--- src/rtl/bp_pkg.sv ---
// Shared types and constants for the fetch-side branch predictor:
// BTB entry layout, 2-bit BHT counter encoding and its saturating update.
package bp_pkg;

  localparam int BP_BTBSIZE = 4;
  localparam int BP_BHTSIZE = 6;

  localparam int BTB_TAG_W = 32 - BP_BTBSIZE - 2;

  typedef enum logic [1:0] {
    SNT = 2'd0,
    WNT = 2'd1,
    WT  = 2'd2,
    ST  = 2'd3
  } bht_cnt_t;

  typedef struct packed {
    logic                 valid;
    logic [BTB_TAG_W-1:0] tag;
    logic [31:0]          target;
    logic                 is_ret;
  } btb_entry_t;

  localparam bht_cnt_t BHT_RESET = WNT;

  // Saturating step of a 2-bit direction counter toward the resolved outcome.
  function automatic bht_cnt_t bht_next(input bht_cnt_t cur, input logic taken);
    bht_cnt_t nxt;
    nxt = cur;
    case (cur)
      SNT:     nxt = taken ? WNT : SNT;
      WNT:     nxt = taken ? WT  : SNT;
      WT:      nxt = taken ? ST  : WNT;
      ST:      nxt = taken ? ST  : WT;
      default: nxt = BHT_RESET;
    endcase
    return nxt;
  endfunction

endpackage

--- src/rtl/bp_bht.sv ---
// Branch history table: untagged array of 2-bit saturating counters with a
// combinational read port and one training write port.
module bp_bht
  import bp_pkg::*;
#(
  parameter int BHTSIZE = BP_BHTSIZE
) (
  input  logic               clk,
  input  logic               rst,
  input  logic               wr_en,
  input  logic [BHTSIZE-1:0] wr_idx,
  input  logic               wr_taken,
  input  logic [BHTSIZE-1:0] rd_idx,
  output bht_cnt_t           rd_cnt
);

  localparam int BHT_ENTRIES = 1 << BHTSIZE;

  bht_cnt_t cnt_r [BHT_ENTRIES];

  // Counter array: reset to weakly-not-taken, otherwise train one entry per strobe.
  always_ff @(posedge clk) begin
    if (rst) begin
      for (int i = 0; i < BHT_ENTRIES; i++) begin
        cnt_r[i] <= BHT_RESET;
      end
    end else if (wr_en) begin
      cnt_r[wr_idx] <= bht_next(cnt_r[wr_idx], wr_taken);
    end
  end

  assign rd_cnt = cnt_r[rd_idx];

endmodule

--- src/rtl/branch_predictor.sv ---
// Fetch-side branch predictor: direct-mapped BTB plus a 2-bit counter BHT.
// Lookup is combinational from table state; training commits on the clock edge.
module branch_predictor
  import bp_pkg::*;
#(
  parameter int BTBSIZE = BP_BTBSIZE,
  parameter int BHTSIZE = BP_BHTSIZE
) (
  input  logic        clk,
  input  logic        rst,
  input  logic        i_bp_fetch_v,
  input  logic [31:0] i_bp_fetch_pc,
  output logic        o_bp_btb_hit,
  output logic        o_bp_pred_taken,
  output logic [31:0] o_bp_pred_target,
  output logic        o_bp_pred_is_ret,
  input  logic        i_bp_btb_write_en,
  input  logic [31:0] i_bp_btb_write_pc,
  input  logic [31:0] i_bp_btb_write_target,
  input  logic        i_bp_btb_write_is_ret,
  input  logic        i_bp_bht_write_en,
  input  logic [31:0] i_bp_bht_write_pc,
  input  logic        i_bp_bht_write_taken
);

  localparam int BTB_ENTRIES = 1 << BTBSIZE;
  localparam int TAG_W       = 32 - BTBSIZE - 2;

  btb_entry_t         btb_r [BTB_ENTRIES];
  btb_entry_t         fetch_entry_s;
  logic [BTBSIZE-1:0] fetch_idx_s;
  logic [BTBSIZE-1:0] wr_idx_s;
  logic [TAG_W-1:0]   fetch_tag_s;
  logic [TAG_W-1:0]   wr_tag_s;
  logic [BHTSIZE-1:0] bht_rd_idx_s;
  logic [BHTSIZE-1:0] bht_wr_idx_s;
  bht_cnt_t           bht_rd_cnt_s;
  logic               hit_s;
  logic               taken_s;
  logic [31:0]        seq_pc_s;
  logic               unused_s;

  assign fetch_idx_s  = i_bp_fetch_pc[BTBSIZE+1:2];
  assign fetch_tag_s  = i_bp_fetch_pc[31:BTBSIZE+2];
  assign wr_idx_s     = i_bp_btb_write_pc[BTBSIZE+1:2];
  assign wr_tag_s     = i_bp_btb_write_pc[31:BTBSIZE+2];
  assign bht_rd_idx_s = i_bp_fetch_pc[BHTSIZE+1:2];
  assign bht_wr_idx_s = i_bp_bht_write_pc[BHTSIZE+1:2];

  // Byte-offset bits, the BHT-side upper PC bits and the counter LSB play no role.
  assign unused_s = ^{i_bp_fetch_pc[1:0], i_bp_btb_write_pc[1:0],
                      i_bp_bht_write_pc[31:BHTSIZE+2], i_bp_bht_write_pc[1:0],
                      bht_rd_cnt_s[0]};

  // BTB: reset clears every entry; a write always overwrites the indexed entry.
  always_ff @(posedge clk) begin
    if (rst) begin
      for (int i = 0; i < BTB_ENTRIES; i++) begin
        btb_r[i] <= '0;
      end
    end else if (i_bp_btb_write_en) begin
      btb_r[wr_idx_s] <= '{valid:  1'b1,
                           tag:    BTB_TAG_W'(wr_tag_s),
                           target: i_bp_btb_write_target,
                           is_ret: i_bp_btb_write_is_ret};
    end
  end

  bp_bht #(
    .BHTSIZE (BHTSIZE)
  ) u_bht (
    .clk      (clk),
    .rst      (rst),
    .wr_en    (i_bp_bht_write_en),
    .wr_idx   (bht_wr_idx_s),
    .wr_taken (i_bp_bht_write_taken),
    .rd_idx   (bht_rd_idx_s),
    .rd_cnt   (bht_rd_cnt_s)
  );

  // Lookup: no bypass, so a same-cycle write is seen only from the next cycle.
  always_comb begin
    fetch_entry_s    = btb_r[fetch_idx_s];
    seq_pc_s         = i_bp_fetch_pc + 32'd4;
    hit_s            = i_bp_fetch_v & fetch_entry_s.valid &
                       (fetch_entry_s.tag == BTB_TAG_W'(fetch_tag_s));
    taken_s          = hit_s & bht_rd_cnt_s[1];
    o_bp_btb_hit     = 1'b0;
    o_bp_pred_taken  = 1'b0;
    o_bp_pred_target = 32'd0;
    o_bp_pred_is_ret = 1'b0;
    if (i_bp_fetch_v) begin
      o_bp_btb_hit     = hit_s;
      o_bp_pred_taken  = taken_s;
      o_bp_pred_target = taken_s ? fetch_entry_s.target : seq_pc_s;
      o_bp_pred_is_ret = hit_s & fetch_entry_s.is_ret;
    end else begin
      o_bp_btb_hit     = 1'b0;
      o_bp_pred_taken  = 1'b0;
      o_bp_pred_target = 32'd0;
      o_bp_pred_is_ret = 1'b0;
    end
  end

endmodule

--- config.mk ---
export PLATFORM = sky130hd
export DESIGN_NAME = branch_predictor
export DESIGN_NICKNAME = d
export VERILOG_FILES = /design/src/rtl/bp_pkg.sv /design/src/rtl/bp_bht.sv /design/src/rtl/branch_predictor.sv
export SDC_FILE = /design/constraint.sdc
export NUM_CORES = 2
export LEC_CHECK = 0
export CAP_MARGIN = 15
export CORE_MARGIN = 3
export CORE_UTILIZATION = 28
export DETAILED_ROUTE_END_ITERATION = 8
export PLACE_DENSITY_LB_ADDON = 0.2
export SYNTH_ARGS = -nofsm -noshare
export SYNTH_HDL_FRONTEND = slang
export SYNTH_SLANG_ARGS = --single-unit
--- constraint.sdc ---
create_clock -name clk -period 6.3 [get_ports clk]
set_input_delay 0.945 -clock clk [delete_from_list [all_inputs] [get_ports clk]]
set_output_delay 0.945 -clock clk [all_outputs]
set_load 0.02 [all_outputs]
Yosys cells after proc, flatten, opt, wreduce, memory -nomap -nowiden. Memories as Yosys holds them, arrays and structs flattened. Cells that the tools add are included.

Flip-flop bits (word level): 0. RAM bits: 1088. Input bits: 135. Word-level logic and storage cells: 40. Memories: 2.

$add $sub $neg: 1. Equal/unequal tests: 4. Multiplexer cells: 26. Bitwise gates (word level): 4. Reductions and logical operators: 3.

Memory list: btb_r (depth 16, width 60, read ports 1, clocked after Yosys merged registers in 0, wr ports 16, line branch_predictor.sv:29) `btb_entry_t btb_r [BTB_ENTRIES];`; u_bht.cnt_r (depth 64, width 2, read ports 2, clocked after Yosys merged registers in 0, wr ports 64, line bp_bht.sv:19) `bht_cnt_t cnt_r [BHT_ENTRIES];`.

Operators by type and width (count): 32-bit two-way mux (2); 60-bit two-way mux (1); 60-bit OR reduction (1); 32-bit by 3-bit adder with 32-bit output (second input constant) (1); 26-bit equality test (1); 1-bit two-way mux (15); 2-bit two-way mux (5); 2-bit one-hot mux with 4 select lines (1); 6-bit two-way mux (1); 1-bit AND (4); 2-bit equality test (second input constant) (2); 4-bit two-way mux (1); 2-bit by 1-bit equality test with 1-bit output (second input constant) (1); 2-bit logical NOT (1); 2-bit OR reduction (1).

Depth between registers and ports, before layout. An unclocked memory read counts as a cell.

Depth in word-level cells: 6. Mapped depth: 15. Mapped depth without buffers: 9.

Hierarchy. From an unflattened synthesis, not the netlist that was laid out.

Cells, all modules: 3627. Area, all modules: 52768.1 um2.

By module, submodules not included: branch_predictor (times used 1, cells an instance 2955, area each 44919.3 um2, sequential area each 28667.5 um2); bp_bht (times used 1, cells an instance 672, area each 7848.8 um2, sequential area each 3843.7 um2).

Least setup slack after synthesis. OpenSTA, ideal clock, no wires.

Kind: input port to flip-flop. From: in rst. To: mem btb_r[4][0] (netlist bit), enable pin. Setup time: 0.557 ns. Data arrival time: 5.714 ns. Required time: 5.743 ns. Slack: 0.028 ns. Stages on the path: 5. Buffers on the path: 1. Cell sequence: inv_1 nand2_1 or3_1 clkbuf_1 o21ai_0.

RTL lines: start, declared (line branch_predictor.sv:10) `input logic rst,`; end, declared (line branch_predictor.sv:29).

Worst setup path in the final report.
From: in i_bp_fetch_pc[2]. To: out o_bp_pred_target[12].

Longest elaborated chain between the ends: 6. Elaborated cells on any way between the ends: 9. Those cells by class: add/sub: 1; eq/ne: 1; mux: 2; bitwise: 3; memory: 2.

Ends and longest elaborated chain: start, declared (line branch_predictor.sv:12) `input logic [31:0] i_bp_fetch_pc,`; memory 16 x 60 bit; 26-bit equality test / 1-bit AND (equally long branches) (line branch_predictor.sv:86, branch_predictor.sv:85); 1-bit AND (line branch_predictor.sv:85) `hit_s = i_bp_fetch_v & fetch_entry_s.valid &`; 1-bit AND (line branch_predictor.sv:87) `taken_s = hit_s & bht_rd_cnt_s[1];`; 32-bit two-way mux (*) (line branch_predictor.sv:95) `o_bp_pred_target = taken_s ? fetch_entry_s.target : seq_pc_s;`; 32-bit two-way mux (*) (line branch_predictor.sv:92) `if (i_bp_fetch_v) begin`; end, declared (line branch_predictor.sv:15) `output logic [31:0] o_bp_pred_target,`.

Mark *: on every way between the ends. The rest lies on a longest branch, timed or not.

==> impl_metrics.toml <==
[run_status]
status = "complete, no violations"

[clock_tree]
post_cts_buffers = 0
clkTransAtPathRegs_ns = 0.06
cts_max_level = 3
cts_buffer_depth = 3
tritoncts = "done"
cts-root-buf = "clkbuf_16"
clock_sinks = 1088
cts_resized = 0
cts_buffers = 121
postCtsHoldBufs = 0
clk-insertion-delay-late_ns = 0.75

[die]
core-area_um2 = 184000
die-height_um = 437
initial_utilization_pct = 28.3
fp.dieArea_um2 = 191000
rows = 157
top_level_ports = 170
die_x_um = 437

[final_layout]
fin_cells = 6228
drive_gt1_share_pct = 17.7
nFillCells = 17910
fin_util_pct = 33.1
fin_nets = 3788
seq_area_um2 = 32500
final_cell_area_um2 = 60900
multi_input_area_um2 = 18300
synthToLayoutAreaGrowth_pct = 17.0

[timing]
rsz0062_at_grt = "false"
fin_ws_ns = 0.204
fin_setup_tns_ns = 0
min_period_over_period_pct = 96.8
setup_viol = 0
hold_slack_ns = 0.454
clock.fmax_ghz = 0.164
worstMarginPinSlew_ns = 1.12
post-route-min-period_ns = 6.10
slew_violations = 0
hold_viol_final = 0
relSlewSlack_pct = 25.6
finClkSkew_ns = 0.0180

[setup_path]
start_kind = "input pin"
critical_path.endpoint_type = "primary output"
rrSetupSlack_ns = 2.99
crit_fanout = 26
required_ns = 5.35
crit_arrival_ns = 5.15
path_class = "input pin to primary output"

[power_and_ir_drop]
pwr-share-comb_pct = 9.7
internal_power_mw = 13.0
switchingPower_mw = 4.14
pwr-share-seq_pct = 49.1
switching_share_pct = 24.1
power_mw = 17.1
p_leak_nw = 20.8
pwr-share-clk_pct = 41.2
power.density_nw_per_um2 = 281
vdd_ir_drop_max_mv = 0.240

[routing]
totalWireLength_mm = 177
via_per_inst = 4.90
drt_iter0_markers = 2864
wl_per_cell_um = 28.4
firstDrtPassIters = 5
drtAntennaViolNets = 0
vias = 30520
drc_errors = 0

[run]
cap_viol_max_count = 0

[synthesis]
synth-seq-cells = 1088
synth_edf_count = 1072
syn_area_per_cell_um2 = 14.7
synth_common_cells = "1072 x edfxtp_1, 947 x and2_1, 256 x mux4_2"
yosysSeqAreaShare_pct = 62.5
ys_warn_count = 0
ys_async_sr_fraction_pct = 0
synth_cell_types = 74
synth_most_common_cell = "edfxtp_1"
synth_top_area_share_pct = 61.9
synth_area_um2 = 52000
synth_nets = 3688
synth_top_area_cell = "edfxtp_1"
ys_top_cells_by_area = "edfxtp_1 62%, and2_1 11%, mux4_2 11%"
syn_inst = 3552
synth_ff_type = "edfxtp_1"

[global_route]
grt_pass1_wl_mm = 249
grt_usage_pct = 18.3
antenna_found_initial = 34
gr-total-overflow = 0
grt_start_max_net_pins = 101
grt_pass1_vias = 31300

[placed_design]
post_dp_cell_area_um2 = 57000
post-place-cells = 5993
gp_congestion = 0.849
port_buffers = 141
dpl.hpwl_mm = 103
place_ws_ns = 0.197

[worst_hold_path]
hold_class = "register to register"
==> state kept, by name, summed over array words and instances, names as in the netlist <==
| signal | flops |
|---|---|
| btb_r | 960 |
| u_bht.cnt_r | 128 |
==> critical path, cell delays in order <==
cell             delay [ns]
buf_8                  0.20
buf_12                 0.25
nor2b_2                0.07
buf_4                  0.21
a22oi_1                0.51
a21bo_2                0.23
o2111ai_1              0.14
o31ai_1                0.46
o2111ai_1              0.25
or3b_2                 0.71
buf_12                 0.24
mux2i_1                0.22
clkdlybuf4s50_1        0.65
==> kinds of logic (layout without fill, tap and decap cells) <==
family	count (synthesis)	in the layout	synth area share, %
buffers and inverters	339	540	2.91
AND/OR/NAND/NOR	1436	1436	15.8
adder cells (fa/ha/maj)	3	3	0.0625
flip-flops	1088	1088	62.5
multiplexers	441	441	15.4
XOR/XNOR	40	40	0.673
other	0	11	0
AO/OA/AOI/OAI	205	205	2.63
==> metal layers <==
layer	vias up	track usage [%]	part of all wire [%]
li1	13426	-	-
met1	15826	24.6	43
met2	997	30.3	48
met3	267	3.06	5.7
met4	4	5.86	3.3
met5	-	0	0.014
==> layout by cell type (no fill, tap or decap), types with 25 or more instances in the layout <==
| cell | instances |
|---|---|
| nor3_1 | 60 |
| a22oi_1 | 25 |
| o21ai_0 | 64 |
| mux4_2 | 256 |
| clkbuf_1 | 33 |
| clkdlybuf4s50_1 | 122 |
| nand3_1 | 47 |
| mux2i_1 | 142 |
| clkinv_1 | 29 |
| nor2_1 | 82 |
| buf_4 | 138 |
| xnor2_1 | 27 |
| buf_12 | 36 |
| and2_1 | 947 |
| nand2_1 | 180 |
| edfxtp_1 | 1072 |
| clkbuf_16 | 122 |
==> worst paths after layout <==
| check | startpoint | to | depth (start not counted) |
|---|---|---|---|
| min | btb_r[7][59] | btb_r[7][59] | 1 |
| max | i_bp_fetch_pc[2] | o_bp_pred_target[12] | 13 |
| min reg2reg | btb_r[7][59] | btb_r[7][59] | 1 |
| max reg2reg | u_bht.cnt_r[53][1] | u_bht.cnt_r[57][0] | 7 |
==> power groups by stage <==
stage	sequential, mW	combinational (mW)	clock (mW)
2_1_floorplan	8.56	0.914	0
3_3_place_gp	8.56	1.67	0
3_5_place_dp	8.57	1.67	0
4_1_cts	8.42	1.68	7.24
5_1_grt	8.45	1.75	7.52
6_report	8.41	1.66	7.06
==> layout make-up <==
class	instances	share of cell area, %
inverter	15	0.101
tap	2464	5.06
antenna	11	0.0452
clock buffer	156	5.24
timing repair buffer	301	4.96
sequential	1088	53.4
clock inverter	68	1.19
multi-input combinational	2125	30.0
Power figures use the tool's default switching activity.
